==> config.mk <==
export PLATFORM = sky130hd
export DESIGN_NAME = irq_sequencer
export DESIGN_NICKNAME = d
export VERILOG_FILES = /design/src/rtl/irq_sequencer.sv
export SDC_FILE = /design/constraint.sdc
export NUM_CORES = 1
export LEC_CHECK = 0
export ABC_CLOCK_PERIOD_IN_PS = 4400
export CAP_MARGIN = 20
export CORE_MARGIN = 4
export CORE_UTILIZATION = 28
export CTS_CLUSTER_DIAMETER = 40
export DETAILED_ROUTE_END_ITERATION = 8
export PLACE_DENSITY = 0.58
export REMOVE_ABC_BUFFERS = 1
export SYNTH_ARGS = -nofsm -noshare
export SYNTH_HDL_FRONTEND = slang
export SYNTH_SLANG_ARGS = --single-unit
==> constraint.sdc <==
create_clock -name clk -period 4.4 [get_ports clk]
set_input_delay 1.32 -clock clk [delete_from_list [all_inputs] [get_ports clk]]
set_output_delay 1.32 -clock clk [all_outputs]
set_load 0.01 [all_outputs]
==> src/rtl/irq_sequencer.sv <==
// irq_sequencer: interrupt entry/return sequencer that sits beside decode.
// Captures three edge-triggered request lines, arbitrates them by fixed
// priority (source 0 highest), waits for a decode slot that is not a branch
// delay slot, then overrides the next-PC op with IRQ and the winning vector.
// Also holds EPC and blocks nesting until the handler's eret is accepted.
module irq_sequencer (
    input  logic        clk,
    input  logic        rst,
    input  logic [2:0]  irq_in,
    input  logic [2:0]  irq_en,
    input  logic        id_valid,
    input  logic        stall,
    input  logic [31:0] id_pc_4,
    input  logic        id_is_branch,
    input  logic        id_is_eret,
    output logic        irq_take,
    output logic [1:0]  int_num,
    output logic [31:0] epc,
    output logic        in_isr
);

    typedef enum logic {
        ST_IDLE = 1'b0,
        ST_ISR  = 1'b1
    } state_e;

    // Value driven on int_num whenever no interrupt is being taken.
    localparam logic [1:0] INT_NONE = 2'h3;

    state_e      state_q, state_d;
    logic [2:0]  irq_q, irq_d;
    logic [2:0]  pend_q, pend_d;
    logic        prev_br_q, prev_br_d;
    logic [31:0] epc_q, epc_d;

    logic [2:0]  rise;
    logic [2:0]  elig;
    logic        acc;
    logic        win_any;
    logic [1:0]  win_num;
    logic [2:0]  win_onehot;

    // Request edge detection, eligibility and the decode-accept qualifier.
    always_comb begin
        rise = irq_in & ~irq_q;
        elig = pend_q & irq_en;
        acc  = id_valid & ~stall;
    end

    // Fixed-priority pick of the lowest-index eligible source.
    always_comb begin
        // NOTE: every output of a combinational block gets a default first so
        // no path leaves it unassigned and no latch is inferred.
        win_any    = |elig;
        win_num    = INT_NONE;
        win_onehot = 3'b000;
        if (elig[0]) begin
            win_num    = 2'd0;
            win_onehot = 3'b001;
        end else if (elig[1]) begin
            win_num    = 2'd1;
            win_onehot = 3'b010;
        end else if (elig[2]) begin
            win_num    = 2'd2;
            win_onehot = 3'b100;
        end
    end

    // FSM next-state and the combinational take/vector outputs.
    always_comb begin
        state_d  = state_q;
        irq_take = 1'b0;
        int_num  = INT_NONE;
        unique case (state_q)
            ST_IDLE: begin
                // A stray eret in IDLE is neither taken over nor acted on.
                // Reset gates the take so nothing escapes during reset.
                if (!rst && win_any && acc && !prev_br_q && !id_is_eret) begin
                    irq_take = 1'b1;
                    int_num  = win_num;
                    state_d  = ST_ISR;
                end
            end
            ST_ISR: begin
                if (acc && id_is_eret) begin
                    state_d = ST_IDLE;
                end
            end
            default: state_d = ST_IDLE;
        endcase
    end

    // Next values for the capture, pending, delay-slot and EPC registers.
    always_comb begin
        irq_d     = irq_in;
        pend_d    = pend_q;
        prev_br_d = prev_br_q;
        epc_d     = epc_q;

        // Clear the taken source first so a coincident new edge (set) wins.
        if (irq_take) begin
            pend_d = pend_d & ~win_onehot;
        end
        pend_d = pend_d | rise;

        // prev_br tracks whether the next accepted instruction is a delay slot.
        if (irq_take) begin
            prev_br_d = 1'b0;
        end else if (acc) begin
            prev_br_d = id_is_branch;
        end

        // The flushed decode instruction re-executes on return: EPC is its PC.
        if (irq_take) begin
            epc_d = id_pc_4 - 32'd4;
        end
    end

    // State register with synchronous reset.
    always_ff @(posedge clk) begin
        // NOTE: sequential state uses non-blocking assignments so every flop
        // samples pre-edge values regardless of statement order.
        if (rst) begin
            state_q   <= ST_IDLE;
            irq_q     <= 3'b000;
            pend_q    <= 3'b000;
            prev_br_q <= 1'b0;
            epc_q     <= 32'h0000_0000;
        end else begin
            state_q   <= state_d;
            irq_q     <= irq_d;
            pend_q    <= pend_d;
            prev_br_q <= prev_br_d;
            epc_q     <= epc_d;
        end
    end

    // Registered outputs straight from the flops.
    always_comb begin
        epc    = epc_q;
        in_isr = (state_q == ST_ISR);
    end

endmodule

After elaboration in Yosys (flattened, before gate mapping) --
Index checks and enable logic that the tools add are counted.
Word-level totals: bits in registers 40, input port bits 44, output and inout bits 36, logic and storage cells 38
Cells by class: add/sub/neg operators 1, muxes and demuxes 13, bitwise operators 9, reduce and logical (&&, ||, !) cells 10
Operators by type and width (number):
- 32-bit by 3-bit subtractor with 32-bit output, second input constant | 1
- 3-bit 2-to-1 mux | 4
- 3-bit AND | 3
- 2-bit 2-to-1 mux | 4
- 3-bit inverter | 2
- 1-bit logical AND | 5
- 1-bit 2-to-1 mux | 4
- 1-bit logical NOT | 3
- 3-bit OR | 1
- 3-bit OR reduction | 1
- 1-bit inverter | 2
- 1-bit one-hot mux with 2 select lines | 1
- 2-bit OR reduction | 1
- 1-bit AND | 1

Depth between registers and ports, before layout --
Gate-level depths: netlist (run 1).
depth in word-level cells 10, depth in mapped cells 7, mapped depth without buffers 7

Least setup slack after synthesis (run 1) --
Ideal clock, no wire load.
path kind in2out, start point in rst, end point out irq_take, data arrival time 2507 ps, required time 3080 ps, slack 573 ps, stages 4, path buffers 2, path through or4_1 nor3_1 buf_2 buf_2
On the way: word-level cells in the longest chain between the ends 7
Ends and longest elaborated chain:
- start: declaration | RTL line 8 | input logic rst,
- 1-bit logical NOT | RTL line 78 | if (!rst && win_any && acc && !prev_br_q && !id_is_eret) begin
- 1-bit logical AND (4 in a row) | RTL line 78
- 1-bit 2-to-1 mux | RTL line 78
- 1-bit 2-to-1 mux | RTL line 74 | unique case (state_q)
- end: declaration | RTL line 16 | output logic irq_take,
No other way between the ends.

Worst setup path in the final report (run 1) --
start point in id_is_eret, end point out irq_take
On the way: word-level cells in the longest chain between the ends 4
Ends and longest elaborated chain:
- start: declaration | RTL line 15 | input logic id_is_eret,
- 1-bit logical NOT | RTL line 78
- 1-bit logical AND | RTL line 78
- 1-bit 2-to-1 mux | RTL line 78
- 1-bit 2-to-1 mux | RTL line 74
No other way between the ends.

==> results.txt, run 1 <==
Crit Path Category -> input port to output pin
DIE AREA -> 0.008816 mm^2
post-synthesis instance area -> 0.002066 mm^2
R2R Path End -> epc[1]$_SDFFE_PP0P_
final hold slack -> 0.4980 ns
YS warnings -> 0
Starting Density -> 28.63%
Reg clk slew, reported paths -> 0.07 ns
core area -> 0.007214 mm^2
area share of and/or/nand/nor cells after synthesis -> 31.01%
WHS Path Cells -> 2
initial DRC count -> 59
RSZ-0062 raised after global routing -> yes
Routed Antenna Nets -> 0
most common cell after layout, fill and taps aside -> clkdlybuf4s50_1
CP Launch Type -> input port
Final HPWL DP -> 4068 um
largest family of logic cells by synthesized area -> simple AND/OR/NAND/NOR gates
total gr overflow -> 0
multiplexer share of the synthesized area -> 1.454%
Synth Area in XOR/XNOR -> 11.45%
number of global-route vias before repair -> 1,842
area grow syn2layout -> 48.64%
Power Density -> 260.2 mW/mm^2
DR pass1 iterations -> 4
Slew Viols, Final -> 0
top cell type's share of synthesized area -> 38.76%
Hold Startpoint -> epc[2]$_SDFFE_PP0P_
ant diodes -> 0
vias per inst -> 4.564
Synth Flop Type -> dfxtp_1
Hold Crit Class -> register to register
CTS H-tree lvls -> 2
clock skew -> 0.005470 ns
Post-CTS Resized -> 0
min cycle time layout -> 4.343 ns
die height -> 93.90 um
Reg2Reg Setup Slack -> 2.30 ns
vias post-DR -> 1,876
Hold Path Sink -> epc[2]$_SDFFE_PP0P_
Synth Area in Adders -> 0.6057%
clock buffer depth -> 2
Reg2Reg Depth -> 5
post-synthesis sequential area ratio -> 38.76%
Filler Cells Inserted -> 759
CTS Root Cell -> clkbuf_8
Synth Instances -> 232
largest fanout on the critical path -> 2
count of flip-flops with a built-in enable after synthesis -> 0
Max transition margin -> 52.33%
total wire length -> 5416 um
wire length per cell -> 13.18 um
PortBufs -> 79
initial antenna violation count -> 0
RePlAce Congestion -> 0.7025
Leak -> 0.9420 nW
CTS tree -> yes
placed insts -> 403
Netlist cell types -> 35
fmax -> 230.2 MHz
status -> completed
Max VDD drop -> 0.09489 mV
share of cells above drive strength 1 -> 9.936%
number of synthesized register bits -> 40
async set or reset register ratio after synthesis -> 0%
number of max-cap violations -> 0
Compound-Gate Fraction of Synth Area -> 14.05%
clk sinks -> 40
Mean Syn Cell Area -> 8.904 um^2
WP data required -> 3.08 ns
Die Wd -> 93.90 um
io pins -> 80
worst path arrival time -> 3.02 ns
Non-Filler Instances -> 411
Clk Latency, worst-skew pair -> 0.29 ns
num rows -> 31
Synth area leader -> dfxtp_1
endpoints failing setup -> 0
Hold Fails Final Rpt -> 0
fin crit share -> 98.71%
largest net degree at the start of global routing -> 65
first-pass GRT wire length -> 8838 um
pin slew with the least headroom to its limit -> 0.7096 ns
nets@finish -> 356
total CTS buffers -> 5
drt drc -> 0
reg2reg start -> prev_br_q$_SDFFE_PP0N_
GRT Overall Usage -> 12.61%
synth top area cells -> dfxtp_1 (39%), a211oi_1 (8.4%), nor2_1 (7.6%), xnor2_1 (7.6%), xor2_1 (3.8%)
commonest cells after routing, fill and taps aside -> clkdlybuf4s50_1 (78), nor2_1 (42), dfxtp_1 (40)
crit end category -> output pin
## Yosys cell counts, types with 2 or more instances
library cell / count
a211oi_1: 23
a211oi_2: 6
a21oi_1: 5
buf_2: 5
clkbuf_1: 5
dfxtp_1: 40
inv_1: 2
mux2i_1: 3
nand2_1: 11
nand2b_1: 3
nand3_1: 5
nand4_1: 3
nor2_1: 42
nor2b_1: 7
nor3_1: 14
nor4_2: 5
nor4_4: 2
or2_1: 2
or3_1: 7
or4_1: 2
xnor2_1: 18
xor2_1: 9
## kinds of logic (layout without fill, tap and decap cells)
family                   Yosys count  count (layout)
buffers and inverters             13              93
AO/OA/AOI/OAI                     36              36
adder cells (fa/ha/maj)            1               1
XOR/XNOR                          27              27
AND/OR/NAND/NOR                  112             112
multiplexers                       3               3
flip-flops                        40              40
## cell type report
cell class	instances	area, um^2	area share [%]
flip-flops and latches	40	800.8	26.08
repair buffers	83	815.8	26.57
clock inverters	2	35.03	1.141
well taps	99	123.9	4.034
multi-input cells	179	1215	39.57
inverters	2	7.507	0.2445
clock buffers	6	72.57	2.363
## where the power goes
group          switching, mW  internal, mW  total (mW)  leakage, nW
combinational         0.0555        0.0676       0.123        0.562
sequential           0.00506         0.371       0.377        0.325
clock                  0.131         0.169       0.299       0.0552
## through the flow
stage | cell area, um^2 | total power, mW | setup slack, ns | TNS (ns) | utilization (%)
CTS | 3070 | 0.8135 | 0.01443 | 0 | 42.56
floorplan | 2018 | 0.4307 | -2.562 | -62.44 | -
global placement | 2963 | 0.5085 | -0.006710 | -0.006710 | 41.07
finish | 3070 | 0.7990 | 0.05655 | 0 | 42.56
global route | 3070 | 0.8398 | -0.01254 | -0.01254 | 42.56
detailed placement | 2963 | 0.5097 | -0.03007 | -0.03007 | 41.07
## metal layers
| layer | vias up | share of wire (%) | wire, um | global-route usage [%] |
|---|---|---|---|---|
| met3 | 5 | 6.3 | 341 | 3.446 |
| met1 | 835 | 47 | 2564 | 16.52 |
| met4 | 0 | 0.87 | 47 | 3.610 |
| met5 | - | 0 | 0 | 0 |
| met2 | 54 | 45 | 2463 | 20.22 |
| li1 | 982 | - | - | - |
## worst max path at each step
stage               cells after the start         end  slack (ns)       start
finish                                  4    irq_take        0.06  id_is_eret
global route                            5  int_num[0]       -0.01  id_is_eret
CTS                                     4    irq_take        0.01  id_is_eret
detailed placement                      4    irq_take       -0.03  id_is_eret
global placement                        4    irq_take      -0.007  id_is_eret
floorplan                               2    irq_take       -2.56         rst
## sequential cells by signal, indices dropped and copies added, names as in the netlist
register / flops
epc: 32
irq_q: 3
pend_q: 3
in_isr: 1
prev_br_q: 1
## critical path: stages
cell and delay (ns):
clkdlybuf4s50_1 0.42, or4_1 0.51, nor3_2 0.19, clkdlybuf4s50_1 0.57
## timing repair
| item | 4_1_cts | 5_1_grt |
|---|---|---|
| hold buffers | 0 | 0 |
| cloned | 0 | 0 |
| pin swaps | 1 | 0 |
| endpoints found under the setup margin | 1 | 1 |
| setup buffers | 0 | 0 |
| hold endpoints to repair | 0 | 0 |
Note: power is estimated with default switching activity, not from simulation.
==> run 2, diff against run 1 <==
Settings changed: ABC_CLOCK_PERIOD_IN_PS 4400 to 4530.
Clock period 4.4 ns to 4.53 ns, I/O delays scaled along.
==> results.txt, run 2 (same netlist as run 1, synthesis figures left out) <==
status -> completed
clock skew -> 0.007174 ns (+0.001704 ns)
internal power -> 0.5620 mW (-7.5%)
Hold Fails Final Rpt -> 0 (unchanged)
CP Launch Type -> input port
vias per inst -> 4.572 (+0.17%)
DIE AREA -> 0.008816 mm^2 (unchanged)
Crit Path Category -> input port to output pin
worst path arrival time -> 3.07 ns (+0.05 ns)
share of cells above drive strength 1 -> 9.677% (-0.26 points)
wire length per cell -> 12.97 um (-1.6%)
Power Density -> 241.1 mW/mm^2 (-7.3%)
min cycle time layout -> 4.427 ns
PortBufs -> 79 (unchanged)
largest fanout on the critical path -> 2 (unchanged)
combinational share of power -> 16.2% (+0.8 points)
Clk Latency, worst-skew pair -> 0.28 ns (about the same)
vias post-DR -> 1,870 (-0.32%)
dpl ws -> 0.02282 ns (+0.05289 ns)
endpoints failing setup -> 0 (unchanged)
CTS Root Cell -> clkbuf_8
RePlAce Congestion -> 0.6978 (-0.67%)
fin crit share -> 97.72%
number of max-cap violations -> 0 (unchanged)
core area -> 0.007214 mm^2 (unchanged)
die height -> 93.90 um (unchanged)
Slew Viols, Final -> 0 (unchanged)
Clock power frac -> 34.1% (-3.4 points)
Final HPWL DP -> 4039 um (-0.72%)
io pins -> 80 (unchanged)
Net Sw Frac -> 23.63% (-0.33 points)
total CTS buffers -> 5 (unchanged)
Flop pwr share -> 49.7% (+2.6 points)
GRT Overall Usage -> 12.17% (-0.44 points)
WP data required -> 3.17 ns (+0.09 ns)
Leak -> 0.9318 nW (-1.1%)
CTS H-tree lvls -> 2 (unchanged)
final hold slack -> 0.4984 ns (+0.0004040 ns)
first-pass GRT wire length -> 8542 um (-3.3%)
PnR worst setup slack -> 0.1032 ns (+0.04667 ns)
Starting Density -> 28.63% (unchanged)
clk sinks -> 40 (unchanged)
initial antenna violation count -> 0 (unchanged)
initial DRC count -> 27 (-54%)
number of global-route vias before repair -> 1,836 (-0.33%)
clock buffer depth -> 2 (unchanged)
Max transition margin -> 53.02% (+0.69 points)
Reg clk slew, reported paths -> 0.07 ns (about the same)
largest net degree at the start of global routing -> 65 (unchanged)
CTS tree -> yes
ant diodes -> 0 (unchanged)
num rows -> 31 (unchanged)
total gr overflow -> 0 (unchanged)
sw power -> 0.1739 mW (-9.2%)
Largest register FFs -> 32 (unchanged)
Routed Antenna Nets -> 0 (unchanged)
most common cell after layout, fill and taps aside -> clkdlybuf4s50_1
Hold Crit Class -> register to register
commonest cells after routing, fill and taps aside -> clkdlybuf4s50_1 (78), nor2_1 (42), dfxtp_1 (40)
RSZ-0062 raised after global routing -> no
fmax -> 225.9 MHz
drt drc -> 0 (unchanged)
Die Wd -> 93.90 um (unchanged)
Post-CTS Resized -> 0 (unchanged)
total wire length -> 5306 um (-2.0%)
nets@finish -> 355 (-0.28%)
Max VDD drop -> 0.09546 mV (+0.61%)
crit end category -> output pin
area grow syn2layout -> 47.73%
pin slew with the least headroom to its limit -> 0.6994 ns (-0.01022 ns)
DR pass1 iterations -> 4 (unchanged)
-- run 2: worst paths after layout --
kind | from | end | slack (ns) | depth (start not counted)
setup / recovery | id_is_eret | irq_take | 0.10 | 4
hold / removal | epc[2]$_SDFFE_PP0P_ | epc[2]$_SDFFE_PP0P_ | 0.50 | 2
setup reg to reg | prev_br_q$_SDFFE_PP0N_ | epc[9]$_SDFFE_PP0P_ | 2.43 | 5
hold reg to reg | epc[2]$_SDFFE_PP0P_ | epc[2]$_SDFFE_PP0P_ | 0.50 | 2
-- run 2: routing by layer --
metal | track usage [%] | vias to the layer above | wire length [um]
met2 | 20.28 | 51 | 2485
met1 | 15.53 | 835 | 2451
met5 | 0 | - | 0
li1 | - | 982 | -
met4 | 2.888 | 0 | 23
met3 | 3.365 | 2 | 345
-- run 2: cell type report --
cell class                 count  area [um^2]
tap                           99        123.9
multi-input combinational    179         1215
timing repair buffer          82        808.3
inverter                       2        7.507
sequential                    40        800.8
clock buffer                   7        96.34
fill                         758         4163
-- run 2: critical path: stages --
cell	delay [ns]
clkdlybuf4s50_1	0.42
or4_1	0.51
nor3_2	0.20
clkdlybuf4s50_1	0.58
-- run 2: repair_timing --
action                     4_1_cts  5_1_grt
setup endpoints to repair        0        1
hold buffers                     0        0
buffers inserted                 0        0
-- run 2: power by group through the flow --
stage               Sequential, mW  Clock, mW  Combinational (mW)
finish                       0.366      0.251               0.119
floorplan                    0.376          0              0.0423
detailed placement           0.374          0               0.120
CTS                          0.366      0.265               0.121
global placement             0.374          0               0.119
global route                 0.367      0.280               0.130
-- run 2: stage by stage --
stage | instances | TNS (ns) | cell area [um^2] | total power, mW | util (%)
finish | 409 | 0 | 3052 | 0.7359 | 42.30
global route | 409 | 0 | 3052 | 0.7776 | 42.30
CTS | 409 | 0 | 3052 | 0.7522 | 42.30
detailed placement | 402 | 0 | 2955 | 0.4946 | 40.96
global placement | 402 | 0 | 2955 | 0.4933 | 40.96
floorplan | 221 | -59.29 | 2018 | 0.4184 | -
==> run 3, diff against run 2 <==
Settings changed: CAP_MARGIN 20 to not set.
==> results of run 3 <==
The final DEF is identical to that of run 2; final timing and power are the same.
